===== config.mk =====
export PLATFORM = sky130hd
export DESIGN_NAME = counter_to_t_sub1
export DESIGN_NICKNAME = d
export VERILOG_FILES = /design/src/rtl/counter_to_t_sub1.sv
export SDC_FILE = /design/constraint.sdc
export NUM_CORES = 1
export LEC_CHECK = 0
export BUFFER_PORTS_ARGS = -buffer_cell sky130_fd_sc_hd__buf_2
export CAP_MARGIN = 20
export CORE_AREA = 2 2 39 41
export CTS_BUF_LIST = sky130_fd_sc_hd__clkbuf_2
export CTS_CLUSTER_SIZE = 40
export DETAILED_ROUTE_END_ITERATION = 8
export DIE_AREA = 0 0 41 43
export GPL_TIMING_DRIVEN = 0
export PLACE_DENSITY_LB_ADDON = 0.3
export SYNTH_ARGS = -nofsm -noshare
export SYNTH_HDL_FRONTEND = slang
export SYNTH_SLANG_ARGS = --single-unit

===== constraint.sdc =====
create_clock -name clk -period 2.1 [get_ports clk]
set_input_delay 0.21 -clock clk [delete_from_list [all_inputs] [get_ports clk]]
set_output_delay 0.21 -clock clk [all_outputs]
set_load 0.005 [all_outputs]

===== src/rtl/counter_to_t_sub1.sv =====
// counter_to_t_sub1: modulo up/down index counter over 0..t_sub_1 with wrap detection
//   clk      rising-edge clock
//   rst      asynchronous active-high reset, clears o_cnt
//   ce       count enable
//   inc      direction, 1 = up, 0 = down
//   t_sub_1  terminal index (t-1), may change any cycle
//   o_cnt    registered count
//   o_last   terminal value for the current direction reached
//   o_wrap   o_last & ce, next edge wraps
// Optional macro COUNTER_SATURATE_EN: saturate at the ends instead of wrapping, o_wrap forced to 0.
module counter_to_t_sub1 #(
  parameter int DATA_WIDTH = 8,
  localparam int CW = $clog2(DATA_WIDTH)
) (
  input  logic          clk,
  input  logic          rst,
  input  logic          ce,
  input  logic          inc,
  input  logic [CW-1:0] t_sub_1,
  output logic [CW-1:0] o_cnt,
  output logic          o_last,
  output logic          o_wrap
);
  logic          at_top;
  logic          at_zero;
  logic [CW-1:0] nxt;
  always_comb begin
    at_top  = o_cnt >= t_sub_1;
    at_zero = o_cnt == '0;
    o_last  = inc ? at_top : at_zero;
`ifdef COUNTER_SATURATE_EN
    nxt     = inc ? (at_top ? t_sub_1 : o_cnt + 1'b1) : (at_zero ? '0 : o_cnt - 1'b1);
    o_wrap  = 1'b0;
`else
    // a count above the limit (limit lowered mid-run) reloads the limit when counting down
    nxt     = inc ? (at_top ? '0 : o_cnt + 1'b1) : ((at_zero || o_cnt > t_sub_1) ? t_sub_1 : o_cnt - 1'b1);
    o_wrap  = o_last & ce;
`endif
  end
  always_ff @(posedge clk or posedge rst)
    if (rst) o_cnt <= '0;
    else if (ce) o_cnt <= nxt;
endmodule


==> impl_results.md, run 1 <==
* Max Fclk at 489 MHz
* Clock skew at 2.56 ps
* Via density at 4.69
* Synth area leader: dfrtp_1
* Post-route DRC at 0
* # port buffers at 11
* Minimum clock period after layout at a little over 2000 ps
* Leading cell type in the layout, fill and taps excluded: buf_2
* Synth area leaders: dfrtp_1 (20%), ha_1 (20%), inv_1 (7.0%)
* Slew margin rel. at 85.5%
* # rows at 14
* IO Pins at 12
* CP required at 1890 ps
* Mapped cell area at 377 um2
* Total track usage at 12.1%
* Layout cells sized above 1 at about two fifths
* CP arrival at roughly 1800 ps
* Die width at slightly above 40 um
* Die height at ~43 um
* CTS sink cnt at 3
* Initial antenna violation count at 0
* Crit. End Element: primary output
* Footprint of the multi-input gates at 295 um2
* H-Tree Depth at 1
* CP Cell Sequence: inv_2, ha_4, nand2b_4, a21o_1, a211o_1, o21a_2, and2_4, buf_6
* Pin count of the biggest net entering global routing at 9
* Largest regs: o_cnt (3)
* CP Buf/Inv Count at 2
* Setup Crit Path Kind: reg2out
* RSZ-0062 raised after global routing: true
* Ant diodes at 0
* Post-route ant nets at 0
* Starting Density at 27.2%
* Global route overflow at 0
* P_leak at between 0.2 and 0.3 nW
* Num CTS Buffers at 3
* Synthesis Warnings at 0
* Status: finished clean
* Reg clk slew, reported paths at roughly 40 ps
* Cell family with most CP delay: compound AO/OA/AOI/OAI gates
* Reg with most FFs: o_cnt
* Slowest Stage Delay on Critical Path at 390 ps
* Worst Slack Setup Final at 53.5 ps
* Total number of vias at 394
* Worst VDD drop at 399 uV
* Syn-to-layout area delta at 44.9%
* NumNets Final at 82
* Clock Path Buffers at 2
* Post-synth top area share at 19.9%
* Max Cap Viol at 0
* Hold WC Path Type: in2reg
* Pins Over Slew Limit at 0
* Worst slew pin tran at between 200 and 250 ps
* FF/Latch Area at between 70 and 80 um2
* Worst-path fanout max at 2
* First-pass GRT wire length at 1410 um
* Final instance area at 546 um2
* Routed len/inst at 10.9 um
* Fin. Hold Viols at 0
* Mapped Cells at 47
* # fillers at about 160
* Max FFs per register at 3
* Final Setup Violations at 0
* Tcrit/Tclk final at between 90 and 100%
* TritonCTS clock tree: built
* Drt pass-1 iters at 4
* Most frequent cells in the layout: buf_2 (10), nand2_1 (7), inv_1 (6)
* Vias in the first global route at 336
* Core Box Area at 0.00138 mm2
* Seq/Total Area, Yosys at 19.9%
* Worst-Skew Late Latency at 200 ps
* Synthesized area per cell at 8.01 um2
* Startpoint types: register
* Synth Net Count at 60
* Synth Register Bits at 3
* CTS root buf: clkbuf_2
* DIE AREA at 0.00176 mm2
* Place WS at -7.02 ps
* Placed Area at approximately 450 um2
* Initial DRC count at 3
* Dpl hpwl at ~660 um
* Post-Route WL at roughly 920 um
* GP Congestion at 0.695
* PD cells at 1330 mW/mm2
* Netlist cell types at 25
* Slowest CP cell: dfrtp_1
[path summary, 6_finish.rpt]
kind	startpoint	end	slack, ps	depth (start not counted)
max in group asynchronous	rst	o_cnt[0]	1560	3
worst max-delay path	o_cnt[0]	o_wrap	50	8
worst max register to register	o_cnt[0]	o_cnt[1]	300	8
worst min register to register	o_cnt[1]	o_cnt[1]	620	2
min in group asynchronous	rst	o_cnt[2]	410	3
worst min-delay path	ce	o_cnt[1]	350	3
[cells by family after synthesis]
family	synth area share [%]
AO/OA/AOI/OAI	26.6
multiplexers	2.99
AND/OR/NAND/NOR	23.6
adder cells (fa/ha/maj)	19.9
flip-flops	19.9
buffers and inverters	6.98
[metal layers]
| metal | vias up | track usage [%] | part of all wire [%] |
|---|---|---|---|
| li1 | 207 | - | - |
| met1 | 178 | 16.1 | 46 |
| met2 | 9 | 16.6 | 49 |
| met3 | 0 | 4.71 | 5.1 |
| met4 | 0 | 6.00 | 0 |
| met5 | - | 0 | 0 |
[Yosys cell counts]
cell and n:
dfrtp_1 3, mux2_1 1, o21bai_1 1, a21oi_1 2, a21o_1 1, o211ai_1 1
nor3_1 1, and2b_2 1, nand2_1 7, inv_1 7, o21a_2 1, o21ai_1 1
a21oi_2 1, nor2_2 1, and3_1 1, o221ai_1 1, nand2b_1 1, a211o_1 1
nor2_1 2, o32a_1 1, nand3b_1 1, nor2b_1 1, ha_1 6, a2bb2oi_1 2
and2_4 1
[power breakdown]
group | internal, mW | switching (mW) | total [mW]
combinational | 0.288 | 0.232 | 0.520
sequential | 0.0859 | 0.0384 | 0.124
clock | 0.0502 | 0.0309 | 0.0811
[worst reg2reg max path: stages, from the launching register on]
cell and delay (ps):
dfrtp_1 370, inv_2 60, buf_4 130, buf_4 140, ha_1 200, and2b_2 210
nor2_2 160, mux2_1 340, o21ai_1 120
[through the flow]
stage / TNS [ps] / hold WS, ps / power [mW] / utilization (%) / instances
after floorplan: 0 / -36.4 / 0.428 / - / 47
after global placement: -7.56 / 73.3 / 0.535 / 32.6 / 74
after detailed placement: -7.02 / 78.3 / 0.541 / 32.6 / 74
after CTS: 0 / 344 / 0.670 / 36.4 / 82
after global routing: -34.5 / 364 / 0.808 / 39.4 / 84
final: 0 / 349 / 0.725 / 39.4 / 84
[what timing repair did]
action / in CTS / in global routing
hold buffers: 1 / 0
setup endpoints to repair: 2 / 1
gates resized for setup: 1 / 3
setup buffers: 3 / 2
hold endpoints to repair: 3 / 0
pin swaps: 1 / 2
[layout make-up]
| cell class | count | share of cell area, % |
|---|---|---|
| repair buffers | 17 | 20.0 |
| flip-flops and latches | 3 | 13.8 |
| clock buffers | 4 | 3.67 |
| well taps | 16 | 3.67 |
| inverters | 7 | 4.82 |
| multi-input cells | 37 | 54.1 |
(Power assumes the default switching activity.)
==> run 2: changes to the inputs <==
CTS_BUF_LIST = sky130_fd_sc_hd__clkbuf_8 sky130_fd_sc_hd__clkbuf_16   (was sky130_fd_sc_hd__clkbuf_2)
==> impl_results.md, run 2 (synthesis results as in run 1) <==
* Tcrit/Tclk final at 97.4%
* Hold depth at 3
* Place WS at -7.02 ps
* Dpl hpwl at 660 um
* TritonCTS clock tree: built
* Setup Crit Path Kind: reg2out
* Startpoint types: register
* Pin count of the biggest net entering global routing at 9
* Total negative setup slack at 0 ps
* Pins Over Slew Limit at 0
* Placed Area at 452 um2
* Starting Density at 27.2%
* NumNets Final at 82
* Die width at ~41 um
* Syn-to-layout area delta at 51.5%
* Die height at 43 um
* Power share of the combinational group at 64.6%
* Total number of vias at 398
* Clock skew at roughly 2.6 ps
* CP required at 1890 ps
* Post-route ant nets at 0
* Reg clk slew, reported paths at around 30 ps
* Post-Layout Cell Count at between 80 and 90
* Worst-Skew Late Latency at 210 ps
* Worst VDD drop at 424 uV
* R2R Setup Slk at ~310 ps
* Status: finished clean
* Max Fclk at 489 MHz
* Num CTS Buffers at 3
* Placed cell count at 74
* Layout cells sized above 1 at 39.7%
* CTS sink cnt at 3
* Minimum clock period after layout at 2040 ps
* PD cells at ~1400 mW/mm2
* R2r worst-path depth at 8
* Via density at 4.74
* # port buffers at 11
* WHS Endpoint: o_cnt[1]
* CTS root buf: clkbuf_8
* Ant diodes at 0
* # rows at 14
* Global route overflow at 0
* # fillers at roughly 150
* Hold WC Path Type: in2reg
* Post-route DRC at 0
* DIE AREA at around 0.0018 mm2
* Reg2Reg Capture Point: o_cnt[1]
* Slew margin rel. at 85.3%
* Reg power frac at between 10% and 20%
* Post-Route WL at a little over 900 um
* Worst Slack Setup Final at 55.1 ps
* Clock power frac at 19.9%
* Hold_sp: ce
* Initial DRC count at 2
* Footprint of the multi-input gates at around 300 um2
* Leading cell type in the layout, fill and taps excluded: buf_2
* Total track usage at 11.6%
* Total power at 0.804 mW
* Clock Path Buffers at 2
* Reg-to-Reg Start: o_cnt[0]
* FF/Latch Area at 75.1 um2
* Final Setup Violations at 0
* Psw at 0.308 mW
* Routed len/inst at roughly 11 um
* Vias in the first global route at ~340
* First-pass GRT wire length at 1400 um
* Initial antenna violation count at 0
* Worst slew pin tran at 220 ps
* Fin. Hold Viols at 0
* Crit. End Element: primary output
* Most frequent cells in the layout: buf_2 (10), nand2_1 (7), inv_1 (7)
* Final instance area at about 570 um2
* P_leak at 0.310 nW
* Sw Share at 38.2%
* Max FFs per register at 3
* Core Box Area at 0.00138 mm2
* Worst-path fanout max at 5
* Pint at 0.497 mW
* GP Congestion at around 0.7
* CP arrival at 1830 ps
* IO Pins at 12
* Largest regs: o_cnt (3)
* Max Cap Viol at 0
* H-Tree Depth at 1
* Reg with most FFs: o_cnt
* Drt pass-1 iters at 4
[run 2: critical path, cell delays in order, from the launching register on]
cell     delay (ps)
dfrtp_1         420
ha_1            330
a21o_1          190
a211o_1         300
o21a_2          120
and2_4          150
buf_6           100
[run 2: repair_timing]
item,CTS,global route
setup buffers,3,2
resized for setup,1,3
pin swaps,1,2
hold buffers,1,0
endpoints found under the hold margin,3,0
endpoints found under the setup margin,2,1
[run 2: metal layers]
metal | GRT usage, % | share of wire (%) | routed length [um] | vias to the layer above
met3 | 3.14 | 5.6 | 51 | 0
met1 | 16.4 | 44 | 404 | 183
met5 | 0 | 0 | 0 | -
met4 | 4.00 | 0 | 0 | 0
li1 | - | - | - | 205
met2 | 16.6 | 50 | 457 | 10
[run 2: area by class of cell]
| type | instances | share of cell area (%) |
|---|---|---|
| multi-input combinational | 37 | 51.8 |
| clock inverter | 1 | 0.658 |
| tap | 16 | 3.51 |
| inverter | 7 | 4.61 |
| sequential | 3 | 13.2 |
| timing repair buffer | 17 | 19.1 |
| clock buffer | 3 | 7.24 |
[run 2: through the flow]
step           hold WS, ps  utilization [%]
4_1_cts                346             38.2
3_3_place_gp          73.3             32.6
3_5_place_dp          78.3             32.6
2_1_floorplan        -36.4                -
6_report               340             41.2
5_1_grt                383             41.2
[run 2: how the worst max path moves through the flow]
stage | start | end | slack (ps) | depth (start not counted)
after global routing | o_cnt[0] | o_wrap | -6 | 8
final | o_cnt[1] | o_wrap | 60 | 6
after global placement | o_cnt[0] | o_wrap | -8 | 8
after CTS | o_cnt[0] | o_wrap | 10 | 8
after floorplan | o_cnt[0] | o_wrap | 230 | 7
after detailed placement | o_cnt[0] | o_wrap | -7 | 8
[run 2: power by group through the flow]
stage                     Clock [mW]  Combinational (mW)  Sequential, mW
after global placement             0               0.405           0.129
after floorplan                    0               0.306           0.122
after CTS                      0.166               0.461           0.125
final                          0.160               0.520           0.124
after global routing           0.170               0.585           0.127
after detailed placement           0               0.411           0.130
